<file path="src/rtl/alu_mon_pkg.sv">
// Shared definitions for the ALU result monitor: FSM states, err_code bit
// positions and operand width.
package alu_mon_pkg;

   localparam int unsigned OPND_W = 6;

   localparam int unsigned ERR_PAR    = 0;
   localparam int unsigned ERR_ONEHOT = 1;
   localparam int unsigned ERR_VAL    = 2;

   typedef enum logic [1:0] {
      IDLE = 2'd0,
      RUN  = 2'd1,
      HALT = 2'd2
   } mon_state_t;

endpackage

</file>
<file path="src/rtl/alu_flag_check.sv">
// Combinational consistency checks on one registered ALU result beat.
module alu_flag_check
   import alu_mon_pkg::*;
(
   input  logic [OPND_W-1:0] a,
   input  logic [OPND_W-1:0] b,
   input  logic [7:0]        y,
   input  logic              greater,
   input  logic              less,
   input  logic              is_eq,
   input  logic              parity,
   output logic [2:0]        err_code
);

   always_comb begin
      err_code             = '0;
      err_code[ERR_PAR]    = (parity != (^y));
      err_code[ERR_ONEHOT] = !$onehot({greater, less, is_eq});
      err_code[ERR_VAL]    = (greater != (a > b)) ||
                             (less    != (a < b)) ||
                             (is_eq   != (a == b));
   end

endmodule

</file>
<file path="src/rtl/alu_result_monitor.sv">
// Two-stage ALU result monitor: stage 1 captures accepted beats, stage 2
// checks them and maintains counters, sticky flags and first-error capture.
module alu_result_monitor
   import alu_mon_pkg::*;
#(
   parameter int unsigned CNT_W       = 16,
   parameter bit          HALT_ON_ERR = 1'b1
) (
   input  logic              clk,
   input  logic              rst_n,
   input  logic              in_valid,
   output logic              in_ready,
   input  logic [OPND_W-1:0] a,
   input  logic [OPND_W-1:0] b,
   input  logic [1:0]        op,
   input  logic [7:0]        y,
   input  logic              greater,
   input  logic              less,
   input  logic              is_eq,
   input  logic              parity,
   input  logic              overflow,
   input  logic              clr,
   output logic              err_valid,
   output logic [2:0]        err_code,
   output logic [2:0]        err_sticky,
   output logic [CNT_W-1:0]  txn_cnt,
   output logic [CNT_W-1:0]  err_cnt,
   output logic [16:0]       first_err,
   output logic              halted
);

   mon_state_t state_q, state_d;
   logic       ready_q;
   logic       accept;

   logic              s1_valid;
   logic [OPND_W-1:0] s1_a, s1_b;
   logic [1:0]        s1_op;
   logic [7:0]        s1_y;
   logic              s1_greater, s1_less, s1_is_eq, s1_parity, s1_overflow;
   logic [2:0]        chk_code;
   logic              chk_fail;
   logic              unused_ovf;

   // ready_q keeps in_ready low throughout reset and until rst_n is sampled high
   assign in_ready   = ready_q && (state_q != HALT);
   assign accept     = in_valid && in_ready && !clr;
   assign halted     = (state_q == HALT);
   assign unused_ovf = s1_overflow;

   always_comb begin
      state_d = state_q;
      if (clr) begin
         state_d = IDLE;
      end else begin
         unique case (state_q)
            IDLE:    if (accept) state_d = RUN;
            RUN:     if (HALT_ON_ERR && err_valid) state_d = HALT;
            HALT:    state_d = HALT;
            default: state_d = IDLE;
         endcase
      end
   end

   always_ff @(posedge clk) begin
      if (!rst_n) begin
         state_q <= IDLE;
         ready_q <= 1'b0;
      end else begin
         state_q <= state_d;
         ready_q <= 1'b1;
      end
   end

   always_ff @(posedge clk) begin
      if (!rst_n || clr) begin
         s1_valid <= 1'b0;
      end else begin
         s1_valid <= accept;
      end
   end

   always_ff @(posedge clk) begin
      if (accept) begin
         s1_a        <= a;
         s1_b        <= b;
         s1_op       <= op;
         s1_y        <= y;
         s1_greater  <= greater;
         s1_less     <= less;
         s1_is_eq    <= is_eq;
         s1_parity   <= parity;
         s1_overflow <= overflow;
      end
   end

   alu_flag_check u_check (
      .a        (s1_a),
      .b        (s1_b),
      .y        (s1_y),
      .greater  (s1_greater),
      .less     (s1_less),
      .is_eq    (s1_is_eq),
      .parity   (s1_parity),
      .err_code (chk_code)
   );

   assign chk_fail = s1_valid && (chk_code != '0);

   // err_cnt, err_sticky and first_err update on the same edge that raises err_valid
   always_ff @(posedge clk) begin
      if (!rst_n || clr) begin
         err_valid  <= 1'b0;
         err_code   <= '0;
         err_sticky <= '0;
         txn_cnt    <= '0;
         err_cnt    <= '0;
         first_err  <= '0;
      end else begin
         err_valid <= chk_fail;
         err_code  <= chk_fail ? chk_code : 3'b000;
         if (accept && (txn_cnt != '1)) txn_cnt <= txn_cnt + CNT_W'(1);
         if (chk_fail) begin
            err_sticky <= err_sticky | chk_code;
            if (err_cnt != '1) err_cnt <= err_cnt + CNT_W'(1);
            if (err_sticky == '0) first_err <= {s1_op, s1_b, s1_a, chk_code};
         end
      end
   end

endmodule
</file>
<file path="config.mk">
export PLATFORM = sky130hd
export DESIGN_NAME = alu_result_monitor
export DESIGN_NICKNAME = d
export VERILOG_FILES = /design/src/rtl/alu_mon_pkg.sv /design/src/rtl/alu_flag_check.sv /design/src/rtl/alu_result_monitor.sv
export SDC_FILE = /design/constraint.sdc
export NUM_CORES = 1
export LEC_CHECK = 0
export CELL_PAD_IN_SITES_DETAIL_PLACEMENT = 0
export CELL_PAD_IN_SITES_GLOBAL_PLACEMENT = 1
export CORE_UTILIZATION = 40
export DETAILED_ROUTE_END_ITERATION = 6
export PLACE_DENSITY_LB_ADDON = 0.12
export SLEW_MARGIN = 20
export SYNTH_ARGS = -nofsm -noshare
export SYNTH_HDL_FRONTEND = slang
export SYNTH_HIERARCHICAL = 1
export SYNTH_SLANG_ARGS = --single-unit
</file>
<file path="constraint.sdc">
create_clock -name clk -period 6.9 [get_ports clk]
set_input_delay 1.38 -clock clk [delete_from_list [all_inputs] [get_ports clk]]
set_output_delay 1.38 -clock clk [all_outputs]
set_load 0.02 [all_outputs]
</file>
==> impl_metrics.env, run 1 <==
export IMPL_status="finished clean"
export IMPL_routed_via_density=5.35
export IMPL_hold_viol=0
export IMPL_drt_wirelength_per_cell_microns=14.3
export IMPL_p_sw_share_pct=22.0
export IMPL_synth_edff_count=26
export IMPL_io_buffers=87
export IMPL_wirelength_microns=8300
export IMPL_power_frac_clock_pct=39.6
export IMPL_h_tree_depth=3
export IMPL_maxCapViolations=0
export IMPL_yosysUniqueCellTypes=47
export IMPL_syn_nets=428
export IMPL_leakagePower_uw=0.00159
export IMPL_clock_latency_ns=0.36
export IMPL_firstDrtPassIters=4
export IMPL_place_area_sq_um=4720
export IMPL_initial_utilization_pct=42.2
export IMPL_hpwl_microns=5750
export IMPL_core_area_sq_um=8890
export IMPL_maxSlewHeadroom_pct=36.2
export IMPL_yosys_register_bits=86
export IMPL_setup_viol=0
export IMPL_pwr_share_seq_pct=54.5
export IMPL_power_frac_comb_pct=5.9
export IMPL_ys_top_cells_by_area="dfxtp_1, edfxtp_1, a21oi_1, nand2_1, ha_1"
export IMPL_finalNetCount=511
export IMPL_worstPathRequired_ns=7.17
export IMPL_grt_pass1_wl_microns=13700
export IMPL_design_area_sq_um=4950
export IMPL_clk_pin_slew_ns=0.08
export IMPL_max_freq_mhz=255
export IMPL_finish_utilization_pct=55.7
export IMPL_antenna_found_initial=0
export IMPL_first_iter_violations=78
export IMPL_power_density_nw_per_um2=197
export IMPL_die_area_sq_um=9780
export IMPL_layout_drive_gt1_share_pct=6.14
export IMPL_fin_setup_tns_ns=0
export IMPL_grt_setup_unrepaired="false"
export IMPL_crit_arrival_ns=4.20
export IMPL_worstSetupStartpointType="primary input"
export IMPL_internal_power_uw=760
export IMPL_grt_max_degree=52
export IMPL_area_delta_synth_final_pct=31.9
export IMPL_peakVddDrop_mv=0.121
export IMPL_postRouteAntennaNets=0
export IMPL_num_antenna_cells=0
export IMPL_period_minus_slack_ns=3.92
export IMPL_synthCells=384
export IMPL_synth_top_cell_by_area="dfxtp_1"
export IMPL_cp_max_fo=31
export IMPL_fin_crit_sh_pct=56.9
export IMPL_numCtsBuffers=9
export IMPL_vias=3105
export IMPL_placed_cells=564
export IMPL_cts_root_buf="clkbuf_8"
export IMPL_cts_resized=0
export IMPL_tightest_slew_ns=0.949
export IMPL_ctsHoldBuffers=0
export IMPL_fin_skew_ns=0.0136
export IMPL_ys_warn_count=6
export IMPL_ctsLongestPathBuffers=2
export IMPL_p_total_uw=974
export IMPL_cts_tree="built"
export IMPL_place_gp_congestion=0.788
export IMPL_stdcell_count=580
export IMPL_track_usage_pct=17.9
export IMPL_p_sw_uw=214
export IMPL_die_x_microns=98.9
export IMPL_synthArstFlopShare_pct=0
export IMPL_end_kind="flip-flop"
export IMPL_rows=34
export IMPL_postCtsSetupRepairBufs=0
export IMPL_die_h_microns=98.9
export IMPL_worst_setup_path_type="primary input to flip-flop"
export IMPL_syn_cell_area_sq_um=3750
export IMPL_final_max_slew_viol_count=0
export IMPL_overflow=0
export IMPL_final_fill_count=816
export IMPL_syn_area_per_cell_sq_um=9.78
export IMPL_synth_flop_cell="dfxtp_1"
export IMPL_cts_sinks=86
export IMPL_grt_pass1_vias=2899
export IMPL_drc=0
export IMPL_io_pins=89
export IMPL_synth_top_area_share_pct=32.0
export IMPL_yosysSeqAreaShare_pct=52.8
export IMPL_min_delay_path_class="flip-flop to flip-flop"
cells in the mapped netlist (2+ instances only):
| library cell | count |
|---|---|
| a211oi_1 | 2 |
| a21oi_1 | 45 |
| a31o_2 | 2 |
| a31oi_1 | 3 |
| and2_1 | 3 |
| and3_1 | 5 |
| and4_1 | 6 |
| buf_2 | 2 |
| clkbuf_1 | 14 |
| dfxtp_1 | 60 |
| edfxtp_1 | 26 |
| ha_1 | 12 |
| inv_1 | 20 |
| mux2i_1 | 4 |
| nand2_1 | 51 |
| nand2b_1 | 5 |
| nand3_1 | 12 |
| nand4_1 | 6 |
| nor2_1 | 13 |
| nor2b_1 | 3 |
| nor3_1 | 12 |
| nor4_1 | 7 |
| o21ai_0 | 5 |
| o31a_1 | 2 |
| o31ai_1 | 15 |
| or3_1 | 9 |
| or4_1 | 14 |
| xnor2_1 | 6 |
| xor2_1 | 2 |
area by class of cell:
type,count,area [sq um],area share (%)
well taps,108,135,2.73
multi-input cells,261,1650,33.4
clock inverters,7,98.8,2.00
clock buffers,9,124,2.50
repair buffers,88,878,17.7
inverters,21,78.8,1.59
flip-flops and latches,86,1980,40.0
layout by cell type, fill, tap and decap left out, types with 2 or more instances in the layout:
master | netlist | routed
clkinv_4 | 0 | 3
a211oi_1 | 2 | 2
o21ai_0 | 5 | 5
clkbuf_8 | 0 | 9
nand2_1 | 51 | 51
edfxtp_1 | 26 | 26
o31a_1 | 2 | 2
and2_1 | 3 | 3
nand2b_1 | 5 | 4
a31oi_1 | 3 | 3
or3_1 | 9 | 9
nand3_1 | 12 | 12
nand4_1 | 6 | 6
a21oi_1 | 45 | 45
a31o_2 | 2 | 2
nor2b_1 | 3 | 3
mux2i_1 | 4 | 4
xor2_1 | 2 | 2
dfxtp_1 | 60 | 60
nor3_1 | 12 | 12
ha_1 | 12 | 12
and4_1 | 6 | 6
or4_1 | 14 | 14
nor2_1 | 13 | 13
clkdlybuf4s50_1 | 0 | 87
nor4_1 | 7 | 6
bufinv_16 | 0 | 2
and3_1 | 5 | 5
inv_1 | 20 | 20
xnor2_1 | 6 | 6
o31ai_1 | 15 | 15
cell families (layout without fill, tap and decap cells):
| kind of cell | Yosys count | after routing | share of synthesized area [%] |
|---|---|---|---|
| and+or+nand+nor | 152 | 152 | 21.7 |
| buffers and inverters | 37 | 125 | 3.77 |
| AOI/OAI and AO/OA | 83 | 83 | 13.9 |
| muxes | 5 | 5 | 1.47 |
| adders and majority gates | 13 | 13 | 4.53 |
| DFF | 86 | 86 | 52.8 |
| xor gates and xnor gates | 8 | 8 | 1.87 |
registers in the layout, indices dropped and copies added (netlist names), 3 cells and up:
register and count:
first_err 17, err_cnt 16, txn_cnt 16, s1_y 8, s1_a 6, s1_b 6, err_code 3, err_sticky 3
per-layer routing:
metal / share of wire [%] / vias up / GRT usage (%)
li1: - / 1573 / -
met1: 47 / 1460 / 21.9
met2: 47 / 67 / 30.3
met3: 5.3 / 5 / 5.82
met4: 0.67 / 0 / 4.48
met5: 0 / - / 0
power groups by stage:
stage	logic [uW]	clock network, uW	registers (uW)
2_1_floorplan	27.4	0	544
3_3_place_gp	56.7	0	543
3_5_place_dp	57.5	0	543
4_1_cts	57.7	401	531
5_1_grt	63.0	418	532
6_report	57.3	386	531
path summary, 6_finish.rpt:
kind,startpoint,to,slack (ns),cells after the start
min,first_err[9]$_SDFFE_PP0P_,first_err[9]$_SDFFE_PP0P_,0.46,2
min reg2reg,first_err[9]$_SDFFE_PP0P_,first_err[9]$_SDFFE_PP0P_,0.46,2
max reg2reg,s1_a[4]$_DFFE_PP_,err_cnt[8]$_SDFFE_PP0P_,3.45,10
max,clr,txn_cnt[7]$_SDFFE_PP0P_,2.98,6
worst max-delay path, cell delays in order:
cell and delay [ns]:
clkdlybuf4s50_1 0.43, nand4bb_1 0.50, inv_2 0.68, nand3_1 0.47
or4_1 0.59, a21oi_1 0.15
per-stage QoR:
step                      worst slack [ns]  hold slack [ns]
final                                 2.98            0.456
after global routing                  2.74            0.484
after CTS                             2.98            0.459
after detailed placement              2.58            0.447
after global placement                2.66            0.443
after floorplan                       3.80            0.471
Note: power is estimated with default switching activity, not from simulation.
==> run 2, diff against run 1 <==
--- a/config.mk
+++ b/config.mk
@@ -7,7 +7,7 @@
 export LEC_CHECK = 0
 export CELL_PAD_IN_SITES_DETAIL_PLACEMENT = 0
 export CELL_PAD_IN_SITES_GLOBAL_PLACEMENT = 1
-export CORE_UTILIZATION = 40
+export CORE_UTILIZATION = 34
 export DETAILED_ROUTE_END_ITERATION = 6
 export PLACE_DENSITY_LB_ADDON = 0.12
 export SLEW_MARGIN = 20
==> constraint.sdc (replaced) <==
create_clock -name clk -period 3.4 [get_ports clk]
set_input_delay 0.68 -clock clk [delete_from_list [all_inputs] [get_ports clk]]
set_output_delay 0.68 -clock clk [all_outputs]
set_load 0.02 [all_outputs]
==> impl_metrics.env, run 2 (synthesis gave the netlist of run 1 again) <==
export IMPL_regMostFlops="first_err"
export IMPL_design_area_sq_um=5000
export IMPL_first_iter_violations=96
export IMPL_clk_pin_slew_ns=0.10
export IMPL_rows=37
export IMPL_fin_skew_ns=0.0133
export IMPL_hold_viol=0
export IMPL_final_max_slew_viol_count=0
export IMPL_setup_viol=0
export IMPL_worstSetupStartpointType="flip-flop"
export IMPL_min_delay_path_class="flip-flop to flip-flop"
export IMPL_core_area_sq_um=10500
export IMPL_overflow=0
export IMPL_maxSlewHeadroom_pct=34.1
export IMPL_io_buffers=87
export IMPL_crit_arrival_ns=3.49
export IMPL_crit_cells=10
export IMPL_area_delta_synth_final_pct=33.1
export IMPL_place_gp_congestion=0.756
export IMPL_top_regs="first_err (17), err_cnt (16), txn_cnt (16)"
export IMPL_drt_wirelength_per_cell_microns=14.0
export IMPL_vias=3138
export IMPL_postRouteAntennaNets=0
export IMPL_num_antenna_cells=0
export IMPL_maxCapViolations=0
export IMPL_peakVddDrop_mv=0.209
export IMPL_drc=0
export IMPL_cts_sinks=86
export IMPL_firstDrtPassIters=4
export IMPL_period_minus_slack_ns=3.21
export IMPL_tightest_slew_ns=0.980
export IMPL_layout_drive_gt1_share_pct=7.92
export IMPL_hold_depth=2
export IMPL_layout_commonest_cell="clkdlybuf4s50_1"
export IMPL_crit_chain="ha_1 > nand4_2 > o221ai_2 > mux2_4 > a211oi_2 > o31ai_2 > buf_4 > or3_4 > or4_1 > a21oi_1"
export IMPL_path_buf_inv=1
export IMPL_layout_common_cells="clkdlybuf4s50_1, dfxtp_1, nand2_1"
export IMPL_leakagePower_uw=0.00160
export IMPL_cp_slowest_cell="or4_1"
export IMPL_cts_tree="built"
export IMPL_die_x_microns=107
export IMPL_cp_max_fo=9
export IMPL_fin_crit_sh_pct=94.5
export IMPL_worst_setup_path_type="flip-flop to flip-flop"
export IMPL_hpwl_microns=6000
export IMPL_grt_pass1_wl_microns=14600
export IMPL_wirelength_microns=8630
export IMPL_die_area_sq_um=11500
export IMPL_io_pins=89
export IMPL_critical_path_max_stage_delay_ns=0.51
export IMPL_max_freq_mhz=311
export IMPL_track_usage_pct=16.3
export IMPL_postCtsSetupRepairBufs=0
export IMPL_clock_latency_ns=0.36
export IMPL_h_tree_depth=3
export IMPL_finalNetCount=519
export IMPL_ctsHoldBuffers=0
export IMPL_initial_utilization_pct=35.7
export IMPL_cp_top_family="simple AND/OR/NAND/NOR gates"
export IMPL_end_kind="flip-flop"
export IMPL_power_density_nw_per_um2=373
export IMPL_routed_via_density=5.09
export IMPL_largest_register_ffs=17
export IMPL_die_h_microns=107
export IMPL_numCtsBuffers=9
export IMPL_place_area_sq_um=4810
export IMPL_grt_setup_unrepaired="false"
export IMPL_cts_root_buf="clkbuf_8"
export IMPL_grt_max_degree=36
export IMPL_worstPathRequired_ns=3.67
export IMPL_grt_pass1_vias=2970
export IMPL_status="finished clean"
export IMPL_antenna_found_initial=0
export IMPL_fin_setup_tns_ns=0
export IMPL_reg2reg_depth=10
export IMPL_ctsLongestPathBuffers=2
-- run 2: metrics by stage --
| stage | power [uW] | setup slack (ns) | hold WS, ns | cells | util, % |
|---|---|---|---|---|---|
| global placement | 1220 | 0.114 | 0.442 | 600 | 45.8 |
| global route | 1960 | 0.0133 | 0.477 | 616 | 47.6 |
| CTS | 1900 | 0.0689 | 0.462 | 616 | 47.5 |
| finish | 1860 | 0.187 | 0.458 | 616 | 47.6 |
| detailed placement | 1220 | 0.103 | 0.448 | 600 | 45.8 |
| floorplan | 1160 | 0.381 | 0.471 | 384 | - |
-- run 2: final cells by class --
| cell class | count | area, sq um |
|---|---|---|
| tap | 136 | 170 |
| clock inverter | 7 | 53.8 |
| timing repair buffer | 96 | 938 |
| sequential | 86 | 1980 |
| clock buffer | 9 | 124 |
| inverter | 21 | 78.8 |
| fill | 1022 | 5510 |
| multi-input combinational | 261 | 1650 |
-- run 2: worst paths after layout --
| check | startpoint | end | slack, ns |
|---|---|---|---|
| setup / recovery | s1_a[3]$_DFFE_PP_ | err_cnt[8]$_SDFFE_PP0P_ | 0.19 |
| hold / removal | first_err[8]$_SDFFE_PP0P_ | first_err[8]$_SDFFE_PP0P_ | 0.46 |
| setup reg to reg | s1_a[3]$_DFFE_PP_ | err_cnt[8]$_SDFFE_PP0P_ | 0.19 |
| hold reg to reg | first_err[8]$_SDFFE_PP0P_ | first_err[8]$_SDFFE_PP0P_ | 0.46 |
-- run 2: metal layers --
layer	vias up	routed length (microns)	global-route usage, %
met1	1455	4140	21.7
met4	0	169	7.34
met2	77	3880	25.3
li1	1594	-	-
met3	12	435	3.71
met5	-	0	0
-- run 2: worst reg2reg max path: stages, from the launching register on --
cell      delay, ns
edfxtp_1       0.42
ha_1           0.34
nand4_2        0.14
o221ai_2       0.30
mux2_4         0.34
a211oi_2       0.22
o31ai_2        0.08
buf_4          0.19
or3_4          0.44
or4_1          0.52
a21oi_1        0.16
-- run 2: timing repair --
item / 4_1_cts / 5_1_grt
setup endpoints to repair: 0 / 18
gates resized for setup: 0 / 2
hold endpoints to repair: 0 / 0
-- run 2: power by group --
part	internal, uW	switching [uW]	total (uW)
Combinational	60.0	60.5	120
Clock	272	394	666
Sequential	1070	8.28	1080
==> run 3, diff against run 2 <==
--- a/config.mk
+++ b/config.mk
@@ -15,3 +15,4 @@
 export SYNTH_HDL_FRONTEND = slang
 export SYNTH_HIERARCHICAL = 1
 export SYNTH_SLANG_ARGS = --single-unit
+export TNS_END_PERCENT = 30
==> results of run 3 <==
Final layout, timing and power as in run 2 (identical DEF).
